## src/rtl/audio_pkg.sv

```systemverilog
// Shared types and constants for the I2S audio transmitter.
`timescale 1ns/1ps
package audio_pkg;
  localparam int CLK_FREQ       = 50_000_000;
  localparam int BITS_PER_FRAME = 64;
  localparam int MAX_SAMPLE_W   = 32;

  typedef logic signed [MAX_SAMPLE_W-1:0] sample_t;

  typedef enum logic [1:0] {
    ST_IDLE  = 2'd0,
    ST_RUN   = 2'd1,
    ST_DRAIN = 2'd2
  } i2s_state_t;
endpackage

```

## src/rtl/audio_bclk_gen.sv

```systemverilog
// Bit-clock divider: owns div_cnt and bclk, flags the cycle that ends with bclk falling.
`timescale 1ns/1ps
module audio_bclk_gen #(
  parameter int CLK_DIV = 8
) (
  input  logic clk,
  input  logic reset_n,
  input  logic i_start,
  input  logic i_run,
  output logic o_bclk,
  output logic o_fall_edge
);
  localparam logic [7:0] DIV_LAST = 8'(CLK_DIV - 1);

  logic [7:0] r_div_cnt;
  logic       r_bclk;
  logic       w_wrap;

  assign w_wrap = (r_div_cnt == DIV_LAST);

  // Start preloads bclk high so the very first toggle is a falling edge.
  always_ff @(posedge clk or negedge reset_n) begin
    if (!reset_n) begin
      r_div_cnt <= '0;
      r_bclk    <= 1'b0;
    end else if (i_start) begin
      r_div_cnt <= '0;
      r_bclk    <= 1'b1;
    end else if (i_run) begin
      if (w_wrap) begin
        r_div_cnt <= '0;
        r_bclk    <= ~r_bclk;
      end else begin
        r_div_cnt <= r_div_cnt + 8'd1;
      end
    end else begin
      r_div_cnt <= '0;
      r_bclk    <= 1'b0;
    end
  end

  assign o_bclk      = r_bclk;
  assign o_fall_edge = i_run && r_bclk && w_wrap;
endmodule

```

## src/rtl/audio_i2s_tx.sv

```systemverilog
// I2S master transmitter: frames two sample channels into a 64-bclk frame with one-bit delay.
`timescale 1ns/1ps
module audio_i2s_tx
  import audio_pkg::*;
#(
  parameter int CLK_DIV      = 8,
  parameter int SAMPLE_WIDTH = 16
) (
  input  logic                    clk,
  input  logic                    reset_n,
  input  logic                    enable,
  input  logic [SAMPLE_WIDTH-1:0] left_data,
  input  logic [SAMPLE_WIDTH-1:0] right_data,
  input  logic                    left_valid,
  input  logic                    right_valid,
  output logic                    left_ready,
  output logic                    right_ready,
  output logic                    bclk,
  output logic                    lrclk,
  output logic                    dacdat,
  output logic                    underflow
);
  localparam logic [5:0] FRAME_LAST = 6'(BITS_PER_FRAME - 1);

  i2s_state_t              r_state;
  logic [5:0]              r_bit_cnt;
  logic                    r_lrclk;
  logic                    r_dacdat;
  logic                    r_underflow;
  logic [SAMPLE_WIDTH-1:0] r_left;
  logic [SAMPLE_WIDTH-1:0] r_right;

  logic       w_start;
  logic       w_run;
  logic       w_bclk;
  logic       w_fall;
  logic       w_frame_end;
  logic       w_load;
  logic [5:0] w_bit_nxt;

  // Slot position p carries sample bit SAMPLE_WIDTH-p; position 0 and the tail are padding.
  function automatic logic f_slot_bit(input logic [SAMPLE_WIDTH-1:0] s, input logic [4:0] p);
    logic [SAMPLE_WIDTH-1:0] sh;
    logic                    b;
    b = 1'b0;
    if (p != 5'd0 && int'(p) <= SAMPLE_WIDTH) begin
      sh = s >> (SAMPLE_WIDTH - int'(p));
      b  = sh[0];
    end
    return b;
  endfunction

  audio_bclk_gen #(.CLK_DIV(CLK_DIV)) u_bclk_gen (
    .clk        (clk),
    .reset_n    (reset_n),
    .i_start    (w_start),
    .i_run      (w_run),
    .o_bclk     (w_bclk),
    .o_fall_edge(w_fall)
  );

  assign w_start     = (r_state == ST_IDLE) && enable;
  assign w_run       = (r_state != ST_IDLE);
  assign w_frame_end = w_fall && (r_bit_cnt == FRAME_LAST);
  assign w_load      = (r_state == ST_RUN) && w_frame_end;
  assign w_bit_nxt   = r_bit_cnt + 6'd1;

  always_ff @(posedge clk or negedge reset_n) begin
    if (!reset_n) begin
      r_state     <= ST_IDLE;
      r_bit_cnt   <= FRAME_LAST;
      r_lrclk     <= 1'b0;
      r_dacdat    <= 1'b0;
      r_underflow <= 1'b0;
      r_left      <= '0;
      r_right     <= '0;
    end else begin
      r_underflow <= w_load && !(left_valid && right_valid);
      case (r_state)
        ST_IDLE: begin
          r_bit_cnt <= FRAME_LAST;
          r_lrclk   <= 1'b0;
          r_dacdat  <= 1'b0;
          if (enable) r_state <= ST_RUN;
        end
        ST_RUN, ST_DRAIN: begin
          if (r_state == ST_RUN && !enable)      r_state <= ST_DRAIN;
          else if (r_state == ST_DRAIN && enable) r_state <= ST_RUN;
          // A draining frame ends on its final fall edge without loading new samples.
          if (r_state == ST_DRAIN && w_frame_end) begin
            r_state   <= ST_IDLE;
            r_bit_cnt <= FRAME_LAST;
            r_lrclk   <= 1'b0;
            r_dacdat  <= 1'b0;
          end else if (w_fall) begin
            r_bit_cnt <= w_bit_nxt;
            r_lrclk   <= w_bit_nxt[5];
            r_dacdat  <= f_slot_bit(w_bit_nxt[5] ? r_right : r_left, w_bit_nxt[4:0]);
            if (w_load) begin
              r_left  <= left_valid  ? left_data  : '0;
              r_right <= right_valid ? right_data : '0;
            end
          end
        end
        default: r_state <= ST_IDLE;
      endcase
    end
  end

  assign bclk        = w_bclk;
  assign lrclk       = r_lrclk;
  assign dacdat      = r_dacdat;
  assign left_ready  = w_load;
  assign right_ready = w_load;
  assign underflow   = r_underflow;
endmodule

```

## config.mk

```make
export PLATFORM = sky130hd
export DESIGN_NAME = audio_i2s_tx
export DESIGN_NICKNAME = d
export VERILOG_FILES = /design/src/rtl/audio_pkg.sv /design/src/rtl/audio_bclk_gen.sv /design/src/rtl/audio_i2s_tx.sv
export SDC_FILE = /design/constraint.sdc
export NUM_CORES = 1
export LEC_CHECK = 0
export BUFFER_PORTS_ARGS = -buffer_cell sky130_fd_sc_hd__buf_2
export CORE_MARGIN = 4
export CORE_UTILIZATION = 59
export CTS_BUF_LIST = sky130_fd_sc_hd__clkbuf_2
export CTS_CLUSTER_SIZE = 14
export DETAILED_ROUTE_END_ITERATION = 16
export PLACE_DENSITY_LB_ADDON = 0.3
export SLEW_MARGIN = 10
export SYNTH_ARGS = -nofsm -noshare
export SYNTH_HDL_FRONTEND = slang
export SYNTH_SLANG_ARGS = --single-unit
```

## constraint.sdc

```tcl
create_clock -name clk -period 3 [get_ports clk]
set_clock_uncertainty 0.1 [all_clocks]
set_input_delay 0.6 -clock clk [delete_from_list [all_inputs] [get_ports clk]]
set_output_delay 0.6 -clock clk [all_outputs]
set_load 0.005 [all_outputs]
```

Word level (Yosys, flattened, before mapping) --
Cells that the tools add are included. W data, S select, Z words.
Operators by class: bitwise logic cells 2, order comparisons 1, reductions and logical operators 21, add/sub/neg operators 3, muxes and demuxes 24, shift-type cells 1, equal/unequal tests 8
Operators with widths (count):
- $mux W16 | 3
- $shr A16 B32 Y1 | 1
- $mux W8 | 3
- $mux W6 | 2
- $pmux W6 S2 | 1
- $logic_and A1 B1 Y1 | 11
- $add A8 B1 Y8 const B | 1
- $eq A8 B3 Y1 const B | 1
- $mux W1 | 8
- $mux W2 | 4
- $add A6 B1 Y6 const B | 1
- $eq A6 B6 Y1 const B | 1
- $sub A5 B5 Y6 const A | 1
- $le A5 B5 Y1 const B | 1
- $reduce_bool A5 Y1 | 1
- $ne A4 B4 Y1 const B | 1
- $pmux W1 S2 | 2
- $pmux W2 S2 | 1
- $reduce_and A2 Y1 | 2
- $reduce_and A4 Y1 | 1
- $reduce_bool A2 Y1 | 2
- $ne A3 B2 Y1 const B | 1
- $ne A3 B3 Y1 const B | 1
- $eq A2 B1 Y1 const B | 1
- other kinds (6) | 8
Word-level totals: bits of input ports 37, output and inout port bits 6, register bits after elaboration 52

Longest topological paths before layout --
depth after elaboration 7, depth in mapped cells 9

By module --
From an unflattened synthesis, not the netlist that was laid out.
Second synthesis, totals: cell total of the unflattened synthesis 330, area total of the unflattened synthesis 2900.3 um2
Modules (own cells, without submodules):
- audio_i2s_tx | times used 1, area each 2446.1 um2, cells an instance 285, seq. area each 1083.5 um2
- audio_bclk_gen | times used 1, area each 454.2 um2, cells an instance 45, seq. area each 225.2 um2

Worst setup path after synthesis --
Ideal clock, no wire load.
path kind reg2out, from reg r_bit_cnt[1], to out right_ready, arrival 1.747 ns, path slack 0.553 ns, stages on the path, launching flop included 6, path through dfstp_2 ha_1 nand2_1 nor3_1 and4_1 buf_4
On the way: cells in the longest elaborated chain, start to end 3
RTL lines:
- start: declaration | line audio_i2s_tx.sv:26 | logic [5:0] r_bit_cnt;
- start signal: assignment | line audio_i2s_tx.sv:96 | r_bit_cnt <= w_bit_nxt;
- $eq A6 B6 Y1 | line audio_i2s_tx.sv:64 | assign w_frame_end = w_fall && (r_bit_cnt == FRAME_LAST);
- $logic_and A1 B1 Y1 | line audio_i2s_tx.sv:64
- $logic_and A1 B1 Y1 | line audio_i2s_tx.sv:65 | assign w_load = (r_state == ST_RUN) && w_frame_end;
- end: declaration | line audio_i2s_tx.sv:17 | output logic right_ready,
Every way passes these cells.

Worst setup path after layout --
from reg r_bit_cnt[0], to out right_ready
The elaborated chain is that of the path after synthesis.

==> impl_metrics.csv <==
group,metric,value,unit
run_status,status,"finished clean",
flow_run,cap_violations,0,
final_layout,final_cells,431,
power_and_ir_drop,p_total,1.95,mW
floorplanning,dieArea,6100,um2
synthesis,yosysWarnings,0,
route,ant_nets,0,
global_routing,grtUsageMet1,31.0,%
worst_setup_path,reg2reg_depth,7,
worst_setup_path,max_stage_delay,0.63,ns
clock_network,clockRootBuffer,"clkbuf_2",
synthesis,synth_mux_area_share,4.23,%
worst_setup_path,arrival,2.14,ns
floorplanning,initial_core_util,60.9,%
route,vias_per_cell,5.65,
synthesis,yosysUniqueCellTypes,58,
clock_network,clkSinkCount,52,
power_and_ir_drop,p_sw,0.810,mW
route,drt_wl_total,6440,um
final_layout,final_layout_size_suffix_gt1_share,22.8,%
synthesis,synth_area_leaders,"dfrtp_1, nand2_1, o21ai_1",
global_routing,grt_overflow,0,
timing,period_share,94.7,%
worst_hold_path,hp-class,"in -> reg",
synthesis,synth_top_family_by_area,"simple AND/OR/NAND/NOR gates",
synthesis,synthSimpleGateAreaFrac,23.9,%
timing,clock.fmax,352,MHz
clock_network,clock_latency,0.45,ns
worst_setup_path,cp_max_fo,5,
clock_network,cts_tree,"yes",
power_and_ir_drop,power.leakage,1.61,nW
synthesis,synth_compound_area_share,17.2,%
global_routing,grt_busiest_layer,"met2",
synthesis,async_reset_ff_share,100,%
global_routing,use_met2,35.6,%
worst_setup_path,crit_type,"reg -> out",
worst_setup_path,start_kind,"flip-flop",
timing,finalSetupViolations,0,
timing,finalMaxSlewViolations,0,
worst_setup_path,cp_data_required_time,2.30,ns
synthesis,syn_nets,369,
synthesis,ys_seq_area_share,45.2,%
final_layout,nets,406,
power_and_ir_drop,clock_power_share,15.8,%
timing,rsz0062_at_grt,"no",
global_routing,grt_use_total,22.6,%
worst_setup_path,cp_num_buf_inv,1,
worst_hold_path,min_path_cells,3,
clock_network,htree_levels,2,
floorplanning,fp.coreArea,4750,um2
worst_setup_path,path_cells,"ha_1 > nand2_1 > nor3_2 > and4_1 > buf_2",
clock_network,clkTransAtPathRegs,0.28,ns
worst_setup_path,regToRegSetupSlack,0.43,ns
route,drc,0,
synthesis,ys_ff_latch,52,
worst_setup_path,worstSetupStartpoint,"r_bit_cnt[0]",
timing,layout_min_cycle_time,2.84,ns
clock_network,clk_path_buf_depth,2,
route,num_vias,2435,
timing,fin_setup_tns,0,ns
synthesis,yosysTopAreaCellShare,39.7,%
placed_design,placed_cells,421,
worst_setup_path,cp_slowest_cell,"dfstp_2",
global_routing,grt_pass1_wl,11000,um
synthesis,postSynthCellCount,326,
synthesis,syn-cell-area,2900,um2
worst_hold_path,hold_start,"right_data[5]",
synthesis,synth_edf_count,0,
synthesis,synth_fa_ha_area_share,2.59,%
timing,hold_viol_final,0,
synthesis,synth-xor-area-share,2.42,%
floorplanning,die_h,78.1,um
power_and_ir_drop,power.internal,1.14,mW
placed_design,io_buffers,42,
power_and_ir_drop,vdd_ir_drop_max,0.000359,V
worst_setup_path,end_kind,"primary output",
power_and_ir_drop,switching_share,41.5,%
floorplanning,io_pins,43,
synthesis,synth_ff_type,"dfrtp_1",
route,first_iter_violations,116,
route,firstDrtPassIters,4,
power_and_ir_drop,power_per_cell_area,604,nW/um2
floorplanning,die_x,78.1,um
placed_design,hpwl,4750,um
clock_network,cts_buffers,5,
final_layout,diodes,0,
global_routing,grt_pass1_vias,2398,
worst_setup_path,cp_top_family,"simple AND/OR/NAND/NOR gates",
synthesis,avgSynthCellArea,8.89,um2
timing,slew_headroom,52.3,%
global_routing,grtUsageMet3,4.13,%
timing,max_slew.worst_pin.slew,0.716,ns
final_layout,area_growth,11.6,%
worst_setup_path,r2r-start,"r_bit_cnt[0]",
synthesis,yosysTopAreaCell,"dfrtp_1",
global_routing,antenna_found_initial,0,
power_and_ir_drop,share_comb_of_total_power,42.6,%
placed_design,place.gp.congestion,0.919,
route,wl_per_cell,14.9,um
worst_setup_path,worstSetupPathDepth,5,
floorplanning,row_count,25,
power_and_ir_drop,seqPwrFrac,41.6,%
global_routing,grt_max_degree,65,
==> cell usage after synthesis (3+ instances only) <==
master / count
and3_1: 3
o21ai_1: 32
dfrtp_1: 46
dfstp_2: 6
a31oi_1: 7
buf_2: 5
mux2i_1: 10
o21ai_0: 6
buf_4: 3
nor3_1: 4
a21oi_1: 10
xor2_1: 5
ha_1: 6
nor2_1: 18
nand3_1: 14
clkbuf_1: 8
nand2_1: 76
nand2b_1: 4
xnor2_1: 3
inv_1: 11
==> metrics by stage <==
step	worst slack (ns)	instance area, um2	utilization [%]	hold slack, ns
2_1_floorplan	0.553	2900	-	0.204
3_5_place_dp	0.471	3150	66.3	0.359
3_3_place_gp	0.556	3150	66.3	0.349
5_1_grt	0.0228	3230	68.0	0.180
6_report	0.160	3230	68.0	0.228
4_1_cts	0.0222	3210	67.6	0.195
==> routing by layer <==
| metal | share of wire (%) | vias to the layer above |
|---|---|---|
| met1 | 44 | 1130 |
| li1 | - | 1214 |
| met5 | 0 | - |
| met2 | 47 | 78 |
| met4 | 2.3 | 0 |
| met3 | 6.8 | 13 |
==> placed cells by master, fill, tap and decap left out, types with 2 or more instances in the layout <==
master / Yosys / routed
a211oi_1: 2 / 2
and4b_1: 2 / 2
mux2i_1: 10 / 10
clkbuf_2: 1 / 5
a31oi_1: 7 / 7
nand2b_1: 4 / 4
nand3_1: 14 / 14
o31ai_1: 2 / 2
xor2_1: 5 / 5
o21ai_0: 6 / 6
o221ai_1: 2 / 2
dfrtp_1: 46 / 46
o22ai_1: 2 / 2
nor4b_4: 2 / 2
a21oi_1: 10 / 10
xnor2_1: 3 / 3
a21boi_0: 2 / 2
buf_4: 3 / 5
nor2_1: 18 / 18
ha_1: 6 / 6
mux2_2: 2 / 2
buf_2: 5 / 42
and3_1: 3 / 3
or2_2: 2 / 2
inv_1: 11 / 11
nand2_1: 76 / 76
nor3_1: 4 / 3
dfstp_2: 6 / 6
o21ai_1: 32 / 32
==> worst reg2reg max path: cells and delay by family, from the launching register on <==
family / cells / cell delay [ns]
adders and majority gates: 1 / 0.62
and+or+nand+nor: 1 / 0.10
AOI/OAI and AO/OA: 4 / 0.66
DFF: 1 / 0.63
muxes: 1 / 0.38
==> cell type report <==
| class | instances | area [um2] |
|---|---|---|
| fillers | 418 | 1520 |
| clock inverters | 3 | 27.5 |
| inverters | 11 | 41.3 |
| clock buffers | 5 | 25.0 |
| flip-flops and latches | 52 | 1310 |
| repair buffers | 49 | 278 |
| multi-input cells | 244 | 1470 |
| well taps | 67 | 83.8 |
==> state kept, by name, summed over array words and instances (netlist names) <==
name,count
u_bclk_gen.o_bclk,1
r_bit_cnt,6
u_bclk_gen.r_div_cnt,8
r_left,16
lrclk,1
underflow,1
r_right,16
r_state,2
dacdat,1
==> what timing repair did <==
action | in CTS | in global routing
endpoints found under the hold margin | 46 | 0
resized for setup | 0 | 2
hold buffers | 1 | 0
setup buffers | 0 | 1
endpoints found under the setup margin | 0 | 2
==> power groups by stage <==
stage | clock (mW) | combinational [mW] | sequential (mW)
final | 0.309 | 0.832 | 0.813
after global routing | 0.348 | 0.923 | 0.821
after CTS | 0.315 | 0.803 | 0.818
after detailed placement | 0 | 0.802 | 0.829
after global placement | 0 | 0.780 | 0.823
after floorplan | 0 | 0.605 | 0.816
==> worst paths after layout <==
kind / end
worst max-delay path: right_ready
worst min-delay path: r_right[5]
worst max register to register: dacdat
worst min register to register: u_bclk_gen.r_div_cnt[0]
max in group asynchronous: r_bit_cnt[0]
min in group asynchronous: lrclk
==> cell families after synthesis <==
logic type / after synthesis
simple gates: 139
compound gates: 79
flops: 52
buf+inv: 30
mux: 12
xor+xnor: 8
fa+ha+maj: 6
(Power assumes the default switching activity.)
